$ cat src/rtl/regfile_access_controller_pkg.sv
// regfile_access_controller_pkg: shared state/grant encodings and width defaults
package regfile_access_controller_pkg;
  localparam int DEF_ADDR_WIDTH = 5;
  localparam int DEF_DATA_WIDTH = 32;
  typedef enum logic {S_INIT, S_RUN} state_t;
  typedef enum logic [1:0] {GNT_NONE, GNT_READ, GNT_WB0, GNT_WB1} gnt_t;
endpackage

$ cat src/rtl/regfile_access_controller_if.sv
// regfile_access_controller_if: write-back, decode read and response handshakes
interface regfile_access_controller_if
  import regfile_access_controller_pkg::*;
#(
  parameter int DATA_WIDTH = DEF_DATA_WIDTH,
  parameter int ADDR_WIDTH = DEF_ADDR_WIDTH
);
  logic wb0_valid, wb1_valid, wb0_ready, wb1_ready;
  logic [ADDR_WIDTH-1:0] wb0_addr, wb1_addr;
  logic [DATA_WIDTH-1:0] wb0_data, wb1_data;
  logic rd_valid, rd_ready, rsp_valid;
  logic [ADDR_WIDTH-1:0] rd_addr_1, rd_addr_2;
  logic [DATA_WIDTH-1:0] rsp_data_1, rsp_data_2;
  modport master (
    output wb0_valid, wb0_addr, wb0_data, wb1_valid, wb1_addr, wb1_data, rd_valid, rd_addr_1, rd_addr_2,
    input wb0_ready, wb1_ready, rd_ready, rsp_valid, rsp_data_1, rsp_data_2
  );
  modport slave (
    input wb0_valid, wb0_addr, wb0_data, wb1_valid, wb1_addr, wb1_data, rd_valid, rd_addr_1, rd_addr_2,
    output wb0_ready, wb1_ready, rd_ready, rsp_valid, rsp_data_1, rsp_data_2
  );
endinterface

$ cat src/rtl/regfile_wb_rr_arbiter.sv
// regfile_wb_rr_arbiter: 2-way round-robin arbiter for the write-back requesters
module regfile_wb_rr_arbiter (
  input  logic clock,
  input  logic reset,
  input  logic valid_0,
  input  logic valid_1,
  input  logic enable,
  output logic grant,
  output logic winner
);
  logic rr;
  always_comb begin
    grant = enable && (valid_0 || valid_1);
    winner = (valid_0 && valid_1) ? rr : valid_1;
  end
  always_ff @(posedge clock or negedge reset)
    if (!reset) rr <= 1'b0;
    else if (grant) rr <= !winner;
endmodule

$ cat src/rtl/regfile_access_controller.sv
// regfile_access_controller: register file write-port arbiter and read sequencer
module regfile_access_controller
  import regfile_access_controller_pkg::*;
#(
  parameter int DATA_WIDTH = DEF_DATA_WIDTH,
  parameter int ADDR_WIDTH = DEF_ADDR_WIDTH,
  parameter int STREAK_MAX = 4
) (
  input  logic clock,
  input  logic reset,
  regfile_access_controller_if.slave bus,
  output logic rf_reset,
  output logic rf_write_enable,
  output logic [ADDR_WIDTH-1:0] rf_write_address,
  output logic [DATA_WIDTH-1:0] rf_write_data,
  output logic [ADDR_WIDTH-1:0] rf_read_address_1,
  output logic [ADDR_WIDTH-1:0] rf_read_address_2,
  input  logic [DATA_WIDTH-1:0] rf_data_out_1,
  input  logic [DATA_WIDTH-1:0] rf_data_out_2
);
  localparam logic [3:0] STREAK_LIM = 4'(STREAK_MAX);
  state_t state, state_nx;
  gnt_t gnt;
  logic [3:0] streak;
  logic run, any_wb, hazard, rd_gnt, wr, arb_gnt, arb_win, rsp_valid;
  logic [DATA_WIDTH-1:0] hold_1, hold_2;
  always_ff @(posedge clock or negedge reset)
    if (!reset) state <= S_INIT;
    else state <= state_nx;
  always_comb state_nx = (state == S_INIT) ? S_RUN : state;
  always_comb begin
    run = state == S_RUN;
    any_wb = bus.wb0_valid || bus.wb1_valid;
    hazard = bus.rd_valid &&
      ((bus.wb0_valid && (bus.wb0_addr == bus.rd_addr_1 || bus.wb0_addr == bus.rd_addr_2)) ||
       (bus.wb1_valid && (bus.wb1_addr == bus.rd_addr_1 || bus.wb1_addr == bus.rd_addr_2)));
    rd_gnt = run && bus.rd_valid && (!any_wb || (streak == STREAK_LIM && !hazard));
  end
  regfile_wb_rr_arbiter u_arb (
    .clock(clock), .reset(reset), .valid_0(bus.wb0_valid), .valid_1(bus.wb1_valid),
    .enable(run && !rd_gnt), .grant(arb_gnt), .winner(arb_win)
  );
  always_comb begin
    gnt = rd_gnt ? GNT_READ : arb_gnt ? (arb_win ? GNT_WB1 : GNT_WB0) : GNT_NONE;
    wr = gnt == GNT_WB0 || gnt == GNT_WB1;
    bus.wb0_ready = gnt == GNT_WB0;
    bus.wb1_ready = gnt == GNT_WB1;
    bus.rd_ready = gnt == GNT_READ;
    rf_reset = !run;
    rf_write_enable = wr;
    rf_write_address = (gnt == GNT_WB0) ? bus.wb0_addr : (gnt == GNT_WB1) ? bus.wb1_addr : '0;
    rf_write_data = (gnt == GNT_WB0) ? bus.wb0_data : (gnt == GNT_WB1) ? bus.wb1_data : '0;
    rf_read_address_1 = (run && !wr) ? bus.rd_addr_1 : '0;
    rf_read_address_2 = (run && !wr) ? bus.rd_addr_2 : '0;
    bus.rsp_valid = rsp_valid;
    bus.rsp_data_1 = rsp_valid ? rf_data_out_1 : hold_1;
    bus.rsp_data_2 = rsp_valid ? rf_data_out_2 : hold_2;
  end
  // Under a persistent hazard the streak parks at the limit so writes keep draining.
  always_ff @(posedge clock or negedge reset)
    if (!reset) streak <= '0;
    else if (!bus.rd_valid || gnt == GNT_READ) streak <= '0;
    else if (wr && streak != STREAK_LIM) streak <= streak + 4'd1;
  always_ff @(posedge clock or negedge reset)
    if (!reset) begin
      rsp_valid <= 1'b0;
      hold_1 <= '0;
      hold_2 <= '0;
    end else begin
      rsp_valid <= gnt == GNT_READ;
      if (rsp_valid) begin
        hold_1 <= rf_data_out_1;
        hold_2 <= rf_data_out_2;
      end
    end
endmodule
$ cat src/flat_wrapper.sv
// flat-port wrapper written by rule: the top's interface ports become plain ports
module regfile_access_controller_flat import regfile_access_controller_pkg::*;
#(
  parameter int DATA_WIDTH = DEF_DATA_WIDTH,
  parameter int ADDR_WIDTH = DEF_ADDR_WIDTH,
  parameter int STREAK_MAX = 4
)
  (clock, reset, rf_reset, rf_write_enable, rf_write_address, rf_write_data, rf_read_address_1, rf_read_address_2, rf_data_out_1, rf_data_out_2, bus_wb0_valid, bus_wb0_addr, bus_wb0_data, bus_wb1_valid, bus_wb1_addr, bus_wb1_data, bus_rd_valid, bus_rd_addr_1, bus_rd_addr_2, bus_wb0_ready, bus_wb1_ready, bus_rd_ready, bus_rsp_valid, bus_rsp_data_1, bus_rsp_data_2);
  regfile_access_controller_if #(.DATA_WIDTH(DATA_WIDTH), .ADDR_WIDTH(ADDR_WIDTH)) bus_i ();
  input  logic clock;
  input  logic reset;
  output logic rf_reset;
  output logic rf_write_enable;
  output logic [ADDR_WIDTH-1:0] rf_write_address;
  output logic [DATA_WIDTH-1:0] rf_write_data;
  output logic [ADDR_WIDTH-1:0] rf_read_address_1;
  output logic [ADDR_WIDTH-1:0] rf_read_address_2;
  input  logic [DATA_WIDTH-1:0] rf_data_out_1;
  input  logic [DATA_WIDTH-1:0] rf_data_out_2;
  input wire logic [$bits(bus_i.wb0_valid)-1:0] bus_wb0_valid;
  input wire logic [$bits(bus_i.wb0_addr)-1:0] bus_wb0_addr;
  input wire logic [$bits(bus_i.wb0_data)-1:0] bus_wb0_data;
  input wire logic [$bits(bus_i.wb1_valid)-1:0] bus_wb1_valid;
  input wire logic [$bits(bus_i.wb1_addr)-1:0] bus_wb1_addr;
  input wire logic [$bits(bus_i.wb1_data)-1:0] bus_wb1_data;
  input wire logic [$bits(bus_i.rd_valid)-1:0] bus_rd_valid;
  input wire logic [$bits(bus_i.rd_addr_1)-1:0] bus_rd_addr_1;
  input wire logic [$bits(bus_i.rd_addr_2)-1:0] bus_rd_addr_2;
  output wire logic [$bits(bus_i.wb0_ready)-1:0] bus_wb0_ready;
  output wire logic [$bits(bus_i.wb1_ready)-1:0] bus_wb1_ready;
  output wire logic [$bits(bus_i.rd_ready)-1:0] bus_rd_ready;
  output wire logic [$bits(bus_i.rsp_valid)-1:0] bus_rsp_valid;
  output wire logic [$bits(bus_i.rsp_data_1)-1:0] bus_rsp_data_1;
  output wire logic [$bits(bus_i.rsp_data_2)-1:0] bus_rsp_data_2;
  assign bus_i.wb0_valid = bus_wb0_valid;
  assign bus_i.wb0_addr = bus_wb0_addr;
  assign bus_i.wb0_data = bus_wb0_data;
  assign bus_i.wb1_valid = bus_wb1_valid;
  assign bus_i.wb1_addr = bus_wb1_addr;
  assign bus_i.wb1_data = bus_wb1_data;
  assign bus_i.rd_valid = bus_rd_valid;
  assign bus_i.rd_addr_1 = bus_rd_addr_1;
  assign bus_i.rd_addr_2 = bus_rd_addr_2;
  assign bus_wb0_ready = bus_i.wb0_ready;
  assign bus_wb1_ready = bus_i.wb1_ready;
  assign bus_rd_ready = bus_i.rd_ready;
  assign bus_rsp_valid = bus_i.rsp_valid;
  assign bus_rsp_data_1 = bus_i.rsp_data_1;
  assign bus_rsp_data_2 = bus_i.rsp_data_2;
  regfile_access_controller #(.DATA_WIDTH(DATA_WIDTH), .ADDR_WIDTH(ADDR_WIDTH), .STREAK_MAX(STREAK_MAX)) u_core (.clock(clock), .reset(reset), .bus(bus_i), .rf_reset(rf_reset), .rf_write_enable(rf_write_enable), .rf_write_address(rf_write_address), .rf_write_data(rf_write_data), .rf_read_address_1(rf_read_address_1), .rf_read_address_2(rf_read_address_2), .rf_data_out_1(rf_data_out_1), .rf_data_out_2(rf_data_out_2));
endmodule
$ cat config.mk
export PLATFORM = sky130hd
export DESIGN_NAME = regfile_access_controller_flat
export DESIGN_NICKNAME = d
export VERILOG_FILES = /design/src/rtl/regfile_access_controller_pkg.sv /design/src/rtl/regfile_access_controller_if.sv /design/src/rtl/regfile_wb_rr_arbiter.sv /design/src/rtl/regfile_access_controller.sv /design/src/flat_wrapper.sv
export SDC_FILE = /design/constraint.sdc
export NUM_CORES = 1
export LEC_CHECK = 0
export CAP_MARGIN = 20
export CORE_UTILIZATION = 40
export CTS_BUF_LIST = sky130_fd_sc_hd__clkbuf_16
export DETAILED_ROUTE_END_ITERATION = 12
export DONT_BUFFER_PORTS = 1
export PLACE_DENSITY_LB_ADDON = 0.3
export REMOVE_ABC_BUFFERS = 1
export SLEW_MARGIN = 15
export SYNTH_ARGS = -nofsm -noshare
export SYNTH_HDL_FRONTEND = slang
export SYNTH_SLANG_ARGS = --single-unit
$ cat constraint.sdc
create_clock -name clock -period 2.96 [get_ports clock]
set_input_delay 0.444 -clock clock [delete_from_list [all_inputs] [get_ports clock]]
set_output_delay 0.444 -clock clock [all_outputs]
set_load 0.03 [all_outputs]
==> impl_results.md <==
- Vias in the first global route: between 3000 and 4000
- HPWL Detailed: between 8000 and 9000 um
- P_int: about 2.1 mW
- Worst slew pin tran: just over 0.7 ns
- Largest net degree at the start of global routing: 72
- Relative slew slack: between 50% and 60%
- Count of cell types in the netlist: 30
- GR Util All Layers: between 20 and 25%
- Area of the multi-input gates: between 0.002 and 0.0025 mm2
- Flops & latches, synth: 71
- Cells after Synth: about 350
- Chip Height: roughly 100 um
- Max Fanout on Critical Path: 14
- Largest stage delay, worst path: 0.43 ns
- DR WL/cell: around 21 um
- Critical path's slowest cell: a311o_4
- N_diodes: 0
- RSZ-0062 raised after global routing: true
- Leak Pwr: ~2.1 nW
- Register Area: between 0.0015 and 0.002 mm2
- CP bufs+invs: 4
- Syn-to-layout area delta: 18.7%
- Number of I/O pins: 270
- Via count: between 3000 and 4000
- Worst slack, placed: between 0.15 and 0.2 ns
- Vias/cell: ~5.8
- Routability cong.: around 0.95
- Longest Clk Path Bufs: 2
- Die area: roughly 0.011 mm2
- EDFF count, synth: 0
- Initial antenna violation count: 0
- Root buffer cell: clkbuf_16
- Initial core utilization: between 40% and 50%
- Final setup fails: 0
- Total Power: between 3 and 4 mW
- IO buf count: 0
- Synthesized area per cell: between 10 and 15 um2
- Max cap viols: 0
- Final min period: around 3 ns
- Row cnt: 37
- Switching Share: between 30% and 40%
- Crit path cell chain: inv_2 > ha_1 > nand2_1 > o22a_4 > a311o_4 > o31ai_4 > buf_12 > buf_12 > a221oi_2 > buf_4
- Combinational fraction of design power: 38.1%
- Maximum VDD drop: about 0.58 mV
- Post-synthesis sequential area ratio: 42.4%
- Cell family with most CP delay: compound AO/OA/AOI/OAI gates
- Drt pass-1 iters: 4
- Max Freq: roughly 340 MHz
- Final WS setup: a little under 0.01 ns
- Ys flop type: dfrtp_1
- Antenna Nets Post-Route: 0
- Final Cell Area: around 0.0050 mm2
- Worst EP arrival: 2.51 ns
- Final hold viol count: 0
- Layout cells sized above 1: approximately 49%
- Final nets: 549
- Ys async rst share: 100%
- Gr ovfl total: 0
- Core box area: around 0.01 mm2
- H-tree depth: 3
- Final routed DRC violation total: 0
- Reg clk slew, reported paths: roughly 0.050 ns
- Number of fill cells: 913
- Worst Path Required: 2.52 ns
- CP Class: reg2out
- Dpl cell area: 0.00463 mm2
- Most used cell, CP: buf_12
- Skew final: 0.00466 ns
- CTS Buf Count: 9
- 1st-iter DRT viols: approximately 260
- Syn. warnings: 0
- PwrDens: 697 mW/mm2
- Final Cycle Share: between 90% and 100%
- TritonCTS clock tree: yes
- Die W: between 100 and 150 um
- Switching power: between 1 and 1.5 mW
- Flop pwr share: a little over a third
- Critical Path Source Type: flip-flop
- Finished Core Util: 48.6%
- Clock power share: around 26%
- Worst-Skew Late Latency: about 0.32 ns
- Global-route wire length before repair: between 15000 and 20000 um
- Synthesized cell area: about 0.0042 mm2
- Hold Crit Class: in2async
- Clock sinks: 71
- Max-slew violations: 0
- Drt total wl: 11400 um
- Setup crit end kind: output port
- Status: finished clean
## per-layer routing
layer | global-route usage (%) | routed length [um] | part of all wire, %
met5 | 0 | 0 | 0
met4 | 10.6 | 379 | 3.3
met3 | 8.02 | 1350 | 12
met2 | 34.4 | 5610 | 49
met1 | 22.5 | 4010 | 35
## cell families (layout without fill, tap and decap cells)
family                   Yosys count  in the layout  synth area share (%)
AO/OA/AOI/OAI                     48             48                  17.0
other                              1              1                0.0895
buffers and inverters             37             79                  5.04
adder cells (fa/ha/maj)            2              2                 0.597
AND/OR/NAND/NOR                  107            107                  12.7
multiplexers                      65             65                  17.4
flip-flops                        71             71                  42.4
XOR/XNOR                          23             23                  4.81
## what timing repair did
item | in CTS | in global routing
hold buffers | 1 | 0
hold endpoints to repair | 71 | 0
buffers inserted | 3 | 4
gates resized for setup | 11 | 1
endpoints found under the setup margin | 48 | 48
pin swaps | 1 | 0
## Yosys cell counts, types with 2 or more instances
cell type	count	area [um2]
a211oi_2	2	25.0
xor2_1	10	87.6
nand2_1	47	176
inv_1	3	11.3
dfrtp_1	71	1780
nand3_1	41	205
mux2_2	64	721
xnor2_1	13	114
ha_1	2	25.0
a21oi_2	2	17.5
a221oi_2	37	556
clkbuf_1	22	82.6
buf_6	9	101
and3_1	2	12.5
nor3b_1	4	30.0
and3b_1	10	87.6
nor4_1	2	12.5
## sequential cells by signal, summed over array words and instances, names as in the netlist
register              count
u_core.streak             4
u_core.run                1
u_core.u_arb.rr           1
u_core.hold_2            32
u_core.bus.rsp_valid      1
u_core.hold_1            32
## per-stage QoR
stage | hold slack, ns | setup TNS [ns] | cells
after floorplan | 0.148 | -28.08 | 321
after global placement | 0.150 | 0 | 511
after detailed placement | 0.150 | 0 | 511
after CTS | 0.00909 | -0.225 | 528
after global routing | 0.0136 | -2.44 | 532
final | 0.00975 | 0 | 532
## worst reg2reg max path, stage by stage, from the launching register on
cell      delay, ns
dfrtp_1        0.39
inv_2          0.07
ha_1           0.14
nand2_1        0.06
o22a_4         0.22
a311o_4        0.43
or4_1          0.52
o311ai_1       0.09
## power groups by stage
stage	logic (mW)	clock network (mW)	registers (mW)
floorplan	1.08	0	1.26
global placement	1.28	0	1.27
detailed placement	1.29	0	1.28
CTS	1.32	0.907	1.26
global route	1.39	0.945	1.28
finish	1.32	0.889	1.26
## cells in the final DEF (no fill, tap or decap), drive strengths merged
master / n
nor3b: 4
mux2i: 1
dfrtp: 71
a221oi: 37
o311ai: 1
o21ai: 1
o22a: 1
mux2: 64
o32a: 1
a21oi: 2
nor4: 2
o31ai: 1
clkinv: 3
nand3: 41
and3b: 10
a311o: 1
buf: 62
inv: 5
or4: 1
a211oi: 2
and3: 2
xnor2: 13
nand2: 47
clkbuf: 9
ha: 2
o22ai: 1
conb: 1
xor2: 10
## layout make-up
cell class                      count  area share [%]
Multi-Input combinational cell    246            44.6
Sequential cell                    71            35.7
Timing Repair Buffer               62            11.1
Clock buffer                        9            4.53
Tap cell                          136            3.42
Clock inverter                      4           0.352
Inverter                            4           0.302
## worst paths after layout
check	from	endpoint	slack (ns)	cells after the start
min reg2reg	u_core.u_arb.rr	u_core.u_arb.rr	0.50	2
min in group clock	bus_rd_valid	u_core.streak[2]	0.27	1
max in group asynchronous	reset	u_core.bus.rsp_valid	2.66	1
max	u_core.streak[0]	rf_write_data[19]	0.01	10
min	reset	u_core.hold_2[9]	0.01	1
max reg2reg	u_core.streak[0]	u_core.u_arb.rr	0.93	7
Power figures use the tool's default switching activity.
